===== config.mk =====
export PLATFORM = sky130hd
export DESIGN_NAME = gp_timer_arbiter
export DESIGN_NICKNAME = d
export VERILOG_FILES = /design/src/rtl/gp_timer_arbiter.sv
export SDC_FILE = /design/constraint.sdc
export NUM_CORES = 1
export LEC_CHECK = 0
export ABC_AREA = 1
export BUFFER_PORTS_ARGS = -buffer_cell sky130_fd_sc_hd__clkbuf_2
export CORE_MARGIN = 1.5
export CORE_UTILIZATION = 43
export CTS_CLUSTER_DIAMETER = 50
export DETAILED_ROUTE_END_ITERATION = 8
export PLACE_DENSITY = 0.75
export SLEW_MARGIN = 20
export SYNTH_ARGS = -nofsm -noshare
export SYNTH_HDL_FRONTEND = slang
export SYNTH_SLANG_ARGS = --single-unit
export TNS_END_PERCENT = 100

===== constraint.sdc =====
create_clock -name i_clk -period 4.94 [get_ports i_clk]
set_clock_uncertainty 0.15 [all_clocks]
set_input_delay 0.741 -clock i_clk [delete_from_list [all_inputs] [get_ports i_clk]]
set_output_delay 0.741 -clock i_clk [all_outputs]
set_load 0.005 [all_outputs]

===== src/rtl/gp_timer_arbiter.sv =====
// gp_timer_arbiter: round-robin sharing of one external gp_timer among NUM_REQ requesters.
// One requester is granted at a time; the block pulses the timer start and returns a done pulse on timeout.
module gp_timer_arbiter #(
  parameter  int NUM_REQ = 4,
  localparam int ID_W    = $clog2(NUM_REQ)
) (
  input  logic               i_clk,
  input  logic               i_rst,
  input  logic [NUM_REQ-1:0] i_req,
  output logic [NUM_REQ-1:0] o_gnt,
  output logic [ID_W-1:0]    o_gnt_id,
  output logic [NUM_REQ-1:0] o_done,
  output logic               o_busy,
  output logic               o_tmr_start,
  input  logic               i_tmr_timeout
);

  typedef enum logic [1:0] {IDLE, ARM, WAIT, DONE} state_e;

  state_e             state_q, state_d;
  logic [NUM_REQ-1:0] gnt_q, gnt_d;
  logic [NUM_REQ-1:0] done_q, done_d;
  logic [NUM_REQ-1:0] served_q, served_d;
  logic [ID_W-1:0]    gnt_id_q, gnt_id_d;
  logic [ID_W-1:0]    last_q, last_d;
  logic               busy_q, busy_d;
  logic               tmr_start_q, tmr_start_d;

  logic [NUM_REQ-1:0] eligible;
  logic               found;
  logic [ID_W-1:0]    winner;
  logic [ID_W-1:0]    idx;

  // Round-robin search starting just after the last winner, wrapping around.
  always_comb begin
    eligible = i_req & ~served_q;
    found    = 1'b0;
    winner   = '0;
    idx      = '0;
    for (int k = 1; k <= NUM_REQ; k++) begin
      idx = ID_W'((int'(last_q) + k) % NUM_REQ);
      if (!found && eligible[idx]) begin
        found  = 1'b1;
        winner = idx;
      end
    end
  end

  always_comb begin
    state_d     = state_q;
    gnt_d       = gnt_q;
    gnt_id_d    = gnt_id_q;
    done_d      = '0;
    busy_d      = busy_q;
    tmr_start_d = 1'b0;
    last_d      = last_q;
    served_d    = served_q & i_req;
    unique case (state_q)
      IDLE: begin
        if (found) begin
          state_d     = ARM;
          gnt_d       = NUM_REQ'(1) << winner;
          gnt_id_d    = winner;
          last_d      = winner;
          tmr_start_d = 1'b1;
          busy_d      = 1'b1;
        end
      end
      ARM: begin
        // A stale timeout from the previous run is deliberately not looked at here.
        if (!i_req[gnt_id_q]) begin
          state_d = IDLE;
          gnt_d   = '0;
          busy_d  = 1'b0;
        end else begin
          state_d = WAIT;
        end
      end
      WAIT: begin
        if (!i_req[gnt_id_q]) begin
          state_d = IDLE;
          gnt_d   = '0;
          busy_d  = 1'b0;
        end else if (i_tmr_timeout) begin
          state_d = DONE;
          done_d  = gnt_q;
        end
      end
      DONE: begin
        state_d  = IDLE;
        gnt_d    = '0;
        busy_d   = 1'b0;
        served_d = (served_q | gnt_q) & i_req;
      end
      default: begin
        state_d = IDLE;
        gnt_d   = '0;
        busy_d  = 1'b0;
      end
    endcase
  end

  always_ff @(posedge i_clk or negedge i_rst) begin
    if (!i_rst) begin
      state_q     <= IDLE;
      gnt_q       <= '0;
      gnt_id_q    <= '0;
      done_q      <= '0;
      busy_q      <= 1'b0;
      tmr_start_q <= 1'b0;
      last_q      <= ID_W'(NUM_REQ - 1);
      served_q    <= '0;
    end else begin
      state_q     <= state_d;
      gnt_q       <= gnt_d;
      gnt_id_q    <= gnt_id_d;
      done_q      <= done_d;
      busy_q      <= busy_d;
      tmr_start_q <= tmr_start_d;
      last_q      <= last_d;
      served_q    <= served_d;
    end
  end

  assign o_gnt       = gnt_q;
  assign o_gnt_id    = gnt_id_q;
  assign o_done      = done_q;
  assign o_busy      = busy_q;
  assign o_tmr_start = tmr_start_q;

endmodule

==> flow_summary.toml <==
[clock_tree]
clk_pin_slew_ps = 110
cts_buffers = 3
root_buffer = "clkbuf_4"
cts.path.max_buffers = 2
htree_levels = 1
clock_latency_ps = 310
post_cts_buffers = 0
cts_resized = 0
cts_tree = "built"
hold_buffers = 0
cts.sinks = 20

[place]
place.gp.congestion = 0.929
place_ws_ps = 2840
placed_cell_area_sq_um = 1270
io_buffers = 18
dpl.hpwl_mm = 1.86

[route]
drtIter0Drc = 14
wl_mm = 2.38
vias = 1016
viasPerCell = 5.26
antenna_left = 0
post_drt_wl_per_cell_um = 12.3
drc = 0
drtPass1Iterations = 4

[worst_setup_path]
path_class = "reg -> reg"
end_kind = "register"
critPathMaxStageDelay_ps = 610
arrival_ps = 1980
cp_data_required_time_ps = 5000
crit_path_cell_trace = "inv_2 -> nand3_2 -> nand3_1 -> nand2_2 -> nand2_2 -> nor2_4 -> nand3_2 -> nand2_2 -> nor2_1 -> nand3_1 -> nand2_1"
critPathMaxFanout = 9
critPathMostFrequentCell = "nand2_2"
critical-path-slowest-cell = "dfstp_2"
start_kind = "register"

[finish]
final_area_sq_um = 1310
nets = 176
synthToLayoutAreaGrowth_pct = 14.3
antennaDiodeCount = 0
fillCellCount = 236
drive_gt1_share_pct = 27.6

[floorplanning]
die_y_um = 54.6
initial_core_util_pct = 45.7
chipWidth_um = 54.6
core-area_sq_um = 2500
row_count = 18
pin_count = 19
die-area_sq_um = 2980

[sta]
timing.final.ws_setup_ps = 3020
setup_viol = 0
relSlewSlack_pct = 66.9
fin_hold_ws_ps = 222
tightest_slew_ps = 496
fmax_ghz = 0.522
finalHoldViolCount = 0
rsz0062_at_grt = "false"
tns_ps = 0
fin_crit_sh_pct = 38.8
period_needed_ps = 1920
slew_violations = 0

[logic_synthesis]
yosysTopAreaCell = "dfrtp_1"
synth_flop_cell = "dfrtp_1"
synthMuxAreaShare_pct = 0
syn_inst = 141
synth_top_cells_by_area = "dfrtp_1 (39%), nand2_1 (14%), nand3_1 (6.1%)"
async_reset_ff_share_pct = 100
synthTopCellsByCount = "nand2_1 (42), dfrtp_1 (18), inv_1 (16)"
ys_warn_count = 0
ys_ff_latch = 20
syn_area_sq_um = 1140
synth-xor-area-share_pct = 0
ys_types = 21
synth_edf_count = 0
synth_top_family_by_area = "simple AND/OR/NAND/NOR gates"
synthSimpleGateAreaFrac_pct = 36.0
synth_nets = 153
yosysTopAreaCellShare_pct = 39.4
ys_seq_area_share_pct = 44.0
syn_area_per_cell_sq_um = 8.11
synth.most_common_cell = "nand2_1"
synth_compound_area_share_pct = 8.64
synthAdderAreaFrac_pct = 5.47

[power]
power_density_nw_per_um2 = 612
p_leak_nw = 0.684
ir_worst_vdd_mv = 0.324

[global_routing]
grt-ovfl-total = 0
grt_pass1_wl_mm = 4.02
grt_pass1_vias = 958
grt_max_degree = 21
grt.total_usage_pct = 18.9
antenna_found_initial = 0

[job]
drv_cap = 0

[hold_path]
hold_path_class = "in -> async"

[run_status]
status = "complete, no violations"
stage by stage:
step | cells | power [mW] | utilization [%]
floorplan | 141 | 0.592 | -
global placement | 189 | 0.685 | 50.9
detailed placement | 189 | 0.702 | 50.9
CTS | 193 | 0.802 | 52.3
global route | 193 | 0.881 | 52.3
finish | 193 | 0.800 | 52.3
worst paths after layout:
| path | from | endpoint | slack (ps) | cells after the start |
|---|---|---|---|---|
| worst max-delay path | last_q[0] | o_gnt[3] | 3020 | 11 |
| worst min-delay path | i_rst | o_gnt[2] | 220 | 1 |
| worst max register to register | last_q[0] | o_gnt[3] | 3020 | 11 |
| worst min register to register | o_busy | o_busy | 330 | 2 |
| max in group asynchronous | i_rst | last_q[0] | 4060 | 1 |
| min in group i_clk | o_busy | o_busy | 330 | 2 |
layout by cell type, fill, tap and decap left out, types with 2 or more instances in the layout:
cell type	instances
inv_1	16
o21ai_1	4
ha_1	5
clkbuf_2	18
clkbuf_4	3
a21oi_1	4
nand3_2	7
nor2_1	6
nand2_2	9
dfstp_2	2
a21boi_0	4
nand2_1	42
inv_2	2
nand3_1	14
dfrtp_1	18
per-layer routing:
layer	part of all wire, %	vias up	GRT usage, %
met1	47	491	24.6
met5	0	-	0
li1	-	500	-
met3	4.7	3	4.10
met4	0.67	0	6.25
met2	47	22	30.9
cells by family (layout without fill, tap and decap cells):
kind of cell / after synthesis / after routing
buf+inv: 18 / 40
fa+ha+maj: 5 / 5
simple gates: 82 / 82
compound gates: 16 / 16
flops: 20 / 20
sequential cells by signal, indices dropped and copies added, names as in the netlist:
register	count
o_busy	1
served_q	4
o_gnt_id	2
o_tmr_start	1
o_done	4
o_gnt	4
state_q	2
last_q	2
layout make-up:
class / count / area (sq um) / area share, %
sequential: 20 / 503 / 38.5
multi-input combinational: 103 / 573 / 43.8
timing repair buffer: 18 / 90.1 / 6.89
tap: 30 / 37.5 / 2.87
inverter: 18 / 67.6 / 5.17
clock buffer: 4 / 36.3 / 2.78
worst max-delay path: cells and delay by family, from the launching register on:
family,cells,cell delay [ps]
simple gates,10,930
flops,1,610
buf+inv,1,120
where the power goes:
group,internal (mW),switching [mW]
combinational,0.151,0.294
sequential,0.213,0.0443
clock,0.0451,0.0520
total,0.409,0.391
Note: power is estimated with default switching activity, not from simulation.
